`src/rtl/wshb_mire.sv`:
```
// wshb_mire: Wishbone master painting an 8-bar colour test pattern into the framebuffer; define MIRE_GRID_EN to overlay a 16-pixel white grid.
module wshb_mire #(
  parameter int          HDISP    = 800,
  parameter int          VDISP    = 480,
  parameter logic [31:0] BASE_ADR = 32'h0,
  parameter int          BURST    = 64
) (
  input  logic        sys_clk,
  input  logic        sys_rst,
  input  logic        en,
  output logic        cyc,
  output logic        stb,
  output logic        we,
  output logic [31:0] adr,
  output logic [31:0] dat_ms,
  output logic [3:0]  sel,
  output logic [2:0]  cti,
  output logic [1:0]  bte,
  input  logic        ack,
  input  logic        err,
  output logic        frame_done
);
  localparam int XW = HDISP > 1 ? $clog2(HDISP) : 1;
  localparam int YW = VDISP > 1 ? $clog2(VDISP) : 1;
  localparam int CW = BURST > 1 ? $clog2(BURST) : 1;
  localparam int W  = HDISP >= 8 ? HDISP / 8 : 1;
  localparam int BW = W > 1 ? $clog2(W) : 1;
  localparam logic [23:0] BARS [8] = '{24'hFFFFFF, 24'hFFFF00, 24'h00FFFF, 24'h00FF00,
                                       24'hFF00FF, 24'hFF0000, 24'h0000FF, 24'h000000};
  typedef enum logic {RELEASE, WRITE} state_t;
  state_t          state, state_nx;
  logic [XW-1:0]   x;
  logic [YW-1:0]   y;
  logic [CW-1:0]   cnt;
  logic [BW-1:0]   bar_cnt;
  logic [2:0]      bar;
  logic [23:0]     rgb;
  logic            done, last_x, last_y, last_b, bar_end;
  assign cyc     = state == WRITE;
  assign stb     = cyc;
  assign we      = 1'b1;
  assign sel     = 4'hF;
  assign cti     = 3'b000;
  assign bte     = 2'b00;
  assign done    = cyc && ack && !err;
  assign last_x  = x == XW'(HDISP - 1);
  assign last_y  = y == YW'(VDISP - 1);
  assign last_b  = cnt == CW'(BURST - 1);
  assign bar_end = bar_cnt == BW'(W - 1);
`ifdef MIRE_GRID_EN
  assign rgb = (4'(x) == 4'd0 || 4'(y) == 4'd0) ? 24'hFFFFFF : BARS[bar];
`else
  assign rgb = BARS[bar];
`endif
  assign dat_ms = {8'h00, rgb};
  // err wins over ack: the failed pixel is retried after a single release cycle
  always_comb begin
    state_nx = state == RELEASE ? (en ? WRITE : RELEASE)
             : (err || (ack && (last_b || !en))) ? RELEASE : WRITE;
  end
  always_ff @(posedge sys_clk) begin
    if (sys_rst) begin
      state      <= RELEASE;
      frame_done <= 1'b0;
      x          <= '0;
      y          <= '0;
      cnt        <= '0;
      bar        <= '0;
      bar_cnt    <= '0;
      adr        <= BASE_ADR;
    end else begin
      state      <= state_nx;
      frame_done <= done && last_x && last_y;
      if (done) begin
        cnt     <= last_b ? '0 : cnt + 1'b1;
        x       <= last_x ? '0 : x + 1'b1;
        y       <= !last_x ? y : last_y ? '0 : y + 1'b1;
        adr     <= (last_x && last_y) ? BASE_ADR : adr + 32'd4;
        bar_cnt <= (last_x || bar_end) ? '0 : bar_cnt + 1'b1;
        bar     <= last_x ? '0 : (bar_end && bar != 3'd7) ? bar + 3'd1 : bar;
      end
    end
  end
endmodule

```
`config.mk`:
```
export PLATFORM = sky130hd
export DESIGN_NAME = wshb_mire
export DESIGN_NICKNAME = d
export VERILOG_FILES = /design/src/rtl/wshb_mire.sv
export SDC_FILE = /design/constraint.sdc
export NUM_CORES = 1
export LEC_CHECK = 0
export CAP_MARGIN = 40
export CORE_MARGIN = 2
export CORE_UTILIZATION = 33
export DETAILED_ROUTE_END_ITERATION = 16
export GPL_TIMING_DRIVEN = 0
export SKIP_CTS_REPAIR_TIMING = 1
export SLEW_MARGIN = 15
export SYNTH_ARGS = -nofsm -noshare
export SYNTH_HDL_FRONTEND = slang
export SYNTH_SLANG_ARGS = --single-unit
```
`constraint.sdc`:
```
create_clock -name sys_clk -period 6.9 [get_ports sys_clk]
set_clock_uncertainty 0.15 [all_clocks]
set_input_delay 1.035 -clock sys_clk [delete_from_list [all_inputs] [get_ports sys_clk]]
set_output_delay 1.035 -clock sys_clk [all_outputs]
set_load 0.03 [all_outputs]
```
Word level (Yosys, flattened, before mapping)
Memory sizes are Yosys's and may differ from the RTL's.
Index checks and enable logic that the tools add are counted.
Word-level totals
  output and inout port bits: 77
  input port bits: 5
  register bits: 69
  ROM bits: 192
  word-level logic and storage cells: 49
  memories kept: 1
Memories
  (no name shown): words 8, width 24, read ports 1, clocked after Yosys merged registers in 0, write ports 0, RTL line 53  | assign rgb = BARS[bar];
Cells by class
  magnitude comparators: 1
  bitwise operators: 1
  add/sub/neg operators: 6
  reduce and logical (&&, ||, !) cells: 15
  muxes and demuxes: 12
  equality and inequality tests: 5
Operators by type and width (number)
  24-bit 2-to-1 mux: 2
  32-bit by 3-bit adder with 32-bit output (second input constant): 1
  32-bit 2-to-1 mux: 1
  10-bit by 1-bit adder with 10-bit output (second input constant): 1
  10-bit == test (second input constant): 1
  10-bit 2-to-1 mux: 1
  9-bit by 1-bit adder with 9-bit output (second input constant): 1
  9-bit == test (second input constant): 1
  9-bit 2-to-1 mux: 1
  7-bit by 1-bit adder with 7-bit output (second input constant): 1
  7-bit == test (second input constant): 1
  1-bit logical AND: 7
  7-bit 2-to-1 mux: 1
  6-bit by 1-bit adder with 6-bit output (second input constant): 1
  6-bit == test (second input constant): 1
  3-bit 2-to-1 mux: 2
  6-bit 2-to-1 mux: 1
  4-bit greater-or-equal comparator (second input constant): 1
  3-bit inverter with 4-bit output: 1
  2-bit AND reduction: 2
  3-bit by 1-bit adder with 3-bit output (second input constant): 1
  1-bit logical OR: 3
  1-bit 2-to-1 mux: 3
  3-bit != test (second input constant): 1
  other kinds (2): 3

Logic depth before layout (Yosys ltp)
Gate-level depths: netlist of the first run.
  depth after elaboration: 6
  mapped depth: 7

Worst setup path before layout of the first run
Ideal clock, no wire load.
  kind: in2reg
  start: in err
  end: reg y[5]
  path slack: 4260 ps
  path buffers: 2
  cell stages on the path: 6
  data required time: 6684 ps
  data arrival time: 2424 ps
  cell sequence: nand3b_1 or4_1 buf_2 buf_6 or3_1 a21oi_2
On the way
  cells in the longest elaborated chain, start to end: 3
RTL lines
  from (decl): RTL line 20  | input logic err,
  1-bit zero test: RTL line 45  | assign done = cyc && ack && !err;
  1-bit logical AND: RTL line 45
  2-bit AND reduction (no source line)
  to (signal assigned): RTL line 77  | y <= !last_x ? y : last_y ? '0 : y + 1'b1;
  to (decl): RTL line 33  | logic [YW-1:0] y;
No other way between the ends.
A chain may end at the register's enable or synchronous reset.

Worst setup path after layout of the first run
  start: in ack
  end: reg bar[1]
On the way
  cells in the longest elaborated chain, start to end: 3
RTL lines
  from (decl): RTL line 19  | input logic ack,
  1-bit logical AND (2 in series): RTL line 45
  2-bit AND reduction (no source line)
  to (signal assigned): RTL line 80  | bar <= last_x ? '0 : (bar_end && bar != 3'd7) ? bar + 3'd1 : bar;
  to (decl): RTL line 36  | logic [2:0] bar;
No other way between the ends.

==> run_results.csv, run 1 <==
group,metric,value,unit
timing,max_slew_margin,60.3,%
timing,tightest_slew,0.590,ns
place,dp_slack,3.40,ns
logic_synthesis,avgSynthCellArea,8.43,µm²
cts,cts_max_path_buffers,2,
setup_path,r2r-end,"adr[30]",
global_route,grt_pass1_vias,3000,
setup_path,cp.required,7.00,ns
global_route,grt-ovfl-total,0,
floorplan,fp.dieH,107,µm
route,routed_via_density,4.96,
setup_path,crit_end,"bar[1]",
route,ant_nets,0,
logic_synthesis,ys_top_cells_by_count,"dfxtp_1 (67), buf_4 (42), nor2_1 (34), a21oi_1 (30), nand2_1 (28)",
floorplan,initial_core_util,34.0,%
cts,clk_pin_slew,0.07,ns
timing,fin_setup_tns,0,ns
setup_path,arrival,3.21,ns
cts,cts_tree,"yes",
min_path,min_delay_path_depth,2,
cts,worst_skew_pair.late_latency,0.34,ns
floorplan,row_count,37,
setup_path,r2r-start,"y[0]",
timing,max_freq,322,MHz
cts,cts_max_level,3,
logic_synthesis,synth_warnings,0,
final_layout,antenna_cells,0,
power_and_ir_drop,peakVddDrop,0.0000820,V
setup_path,cp-startpoint,"ack",
setup_path,rrSetupSlack,4.33,ns
flow_run,maxCapViolCount,0,
global_route,antenna_found_initial,0,
cts,cts.sinks,67,
place,finalWeightedCongestion,0.789,
timing,drv_slew,0,
route,dr.pass1.iters,5,
logic_synthesis,synth_most_common_cell,"dfxtp_1",
timing,period_share,45.1,%
cts,root_buffer,"clkbuf_8",
logic_synthesis,syn_area,0.00353,mm²
power_and_ir_drop,p_per_area,166,mW/mm²
min_path,holdCritPathClass,"reg -> reg",
logic_synthesis,synth-main-ff-cell,"dfxtp_1",
logic_synthesis,async_reset_ff_share,0,%
floorplan,coreArea,0.0104,mm²
place,placedCellCount,633,
setup_path,cp_max_fo,10,
floorplan,die_x,107,µm
timing,min_period,3.11,ns
place,io_buffer_count,60,
logic_synthesis,synth_seq_cells,67,
timing,hold_viol,0,
floorplan,io_pins,82,
place,hpwl,6200,µm
power_and_ir_drop,total_power,754,µW
timing,rsz0062_at_grt,"no",
logic_synthesis,synth.area.top_cells,"dfxtp_1 (38%), buf_4 (8.9%), xnor2_1 (4.7%)",
logic_synthesis,synth.top_cell.area_share,38.0,%
global_route,grt_max_degree,11,
logic_synthesis,synth_top_area_cell,"dfxtp_1",
global_route,grt_pass1_wl,14100,µm
power_and_ir_drop,power_leakage,0.00155,µW
setup_path,start_kind,"primary input",
final_layout,fill_cells,1055,
timing,fin_ws,3.79,ns
setup_path,r2r_cells,7,
place,postPlaceCellArea,0.00437,mm²
final_layout,design_area,0.00455,mm²
logic_synthesis,synth_edf_count,0,
final_layout,syn_to_final_growth,28.9,%
floorplan,die_area,0.0115,mm²
route,wl_per_cell,13.2,µm
route,routed_wl,8550,µm
route,drtIter0Drc,188,
logic_synthesis,syn_inst,419,
setup_path,worst_setup_path_end_kind,"flip-flop",
logic_synthesis,yosysUniqueCellTypes,46,
logic_synthesis,ys_seq_area_share,38.0,%
route,drc,0,
final_layout,drive_gt1_share,13.1,%
cts,cts_buffers,9,
final_layout,stdcell_count,647,
route,vias,3210,
setup_path,crit_type,"in -> reg",
timing,setup_viol,0,
outcome,status,"completed",
final_layout,layout.nets,520,
global_route,grt_use_total,15.2,%
-- worst max-delay path, stage by stage --
cell	delay [ns]
clkdlybuf4s50_1	0.61
and3b_1	0.30
clkbuf_1	0.41
clkbuf_1	0.50
nand3_1	0.20
o32ai_1	0.16
-- cells in the final DEF, fill, tap and decap left out, types with 5 or more instances in the layout --
cell and instances:
a21oi_1 30, buf_4 42, clkbuf_1 13, clkbuf_8 10, clkdlybuf4s50_1 60, conb_1 20, dfxtp_1 67, ha_1 7
inv_1 10, nand2_1 28, nand3_1 14, nand4_1 22, nand4b_1 5, nor2_1 34, nor3_1 15, nor4_1 6
o21ai_0 13, o31ai_1 12, or3_1 14, or4_1 11, xnor2_1 19, xor2_1 12
-- report_power, final --
part,leakage [µW],switching (µW),internal [µW]
sequential,0.000540,2.11,388
combinational,0.000913,30.3,15.8
clock,0.0000950,146,172
-- final cells by class --
class	count	area (µm²)	share of cell area, %
Tap cell	136	170	3.74
Multi-Input combinational cell	301	1830	40.2
Inverter	10	37.5	0.825
Buffer	59	392	8.61
Clock inverter	3	40.0	0.880
Timing Repair Buffer	60	601	13.2
Clock buffer	11	141	3.11
Sequential cell	67	1340	29.5
-- flip-flops by register name (all words and copies together) (netlist names) --
register / flops
y: 9
bar: 3
cyc: 1
bar_cnt: 7
x: 10
cnt: 6
frame_done: 1
adr: 30
-- kinds of logic after synthesis --
kind of cell | after synthesis | share of synthesized area (%)
other | 2 | 0.213
and+or+nand+nor | 175 | 27.6
buffers and inverters | 69 | 12.2
AOI/OAI and AO/OA | 67 | 11.6
DFF | 67 | 38.0
adders and majority gates | 7 | 2.48
xor gates and xnor gates | 31 | 7.69
muxes | 1 | 0.283
-- per-layer routing --
layer | vias up | GRT usage [%] | share of wire, %
met3 | 5 | 5.15 | 6.3
met1 | 1496 | 19.3 | 46
li1 | 1627 | - | -
met2 | 82 | 24.1 | 47
met4 | 0 | 4.85 | 0.80
met5 | - | 0 | 0
-- metrics by stage --
step | utilization, % | hold WS [ns]
floorplan | - | 0.299
global placement | 42.1 | 0.312
detailed placement | 42.1 | 0.326
CTS | 43.9 | 0.337
global route | 43.9 | 0.364
finish | 43.9 | 0.330
-- how the worst min path moves through the flow --
stage	slack, ns	startpoint	to
floorplan	0.30	cnt[1]	cnt[1]
detailed placement	0.33	y[8]	y[8]
global placement	0.31	adr[31]	adr[31]
global route	0.36	y[8]	y[8]
finish	0.33	adr[31]	adr[31]
CTS	0.34	adr[31]	adr[31]
No activity file was read; power rests on OpenSTA's default activity.
==> run 2, diff against run 1 <==
Clock period 6.9 ns to 3.1 ns, I/O delays scaled along.
==> results of run 2 <==
The final DEF is identical to that of run 1. Status: completed.
Among the figures that moved: setup slack after placement 3.40 ns -> 0.167 ns; setup slack after layout 3.79 ns -> 0.534 ns; start point of the critical path ack -> y[0]; end point of the critical path bar[1] -> adr[30]; register-to-register setup slack 4.33 ns -> 0.53 ns; total power 754 µW -> 1680 µW; worst IR drop on VDD 0.0000820 V -> 0.000183 V
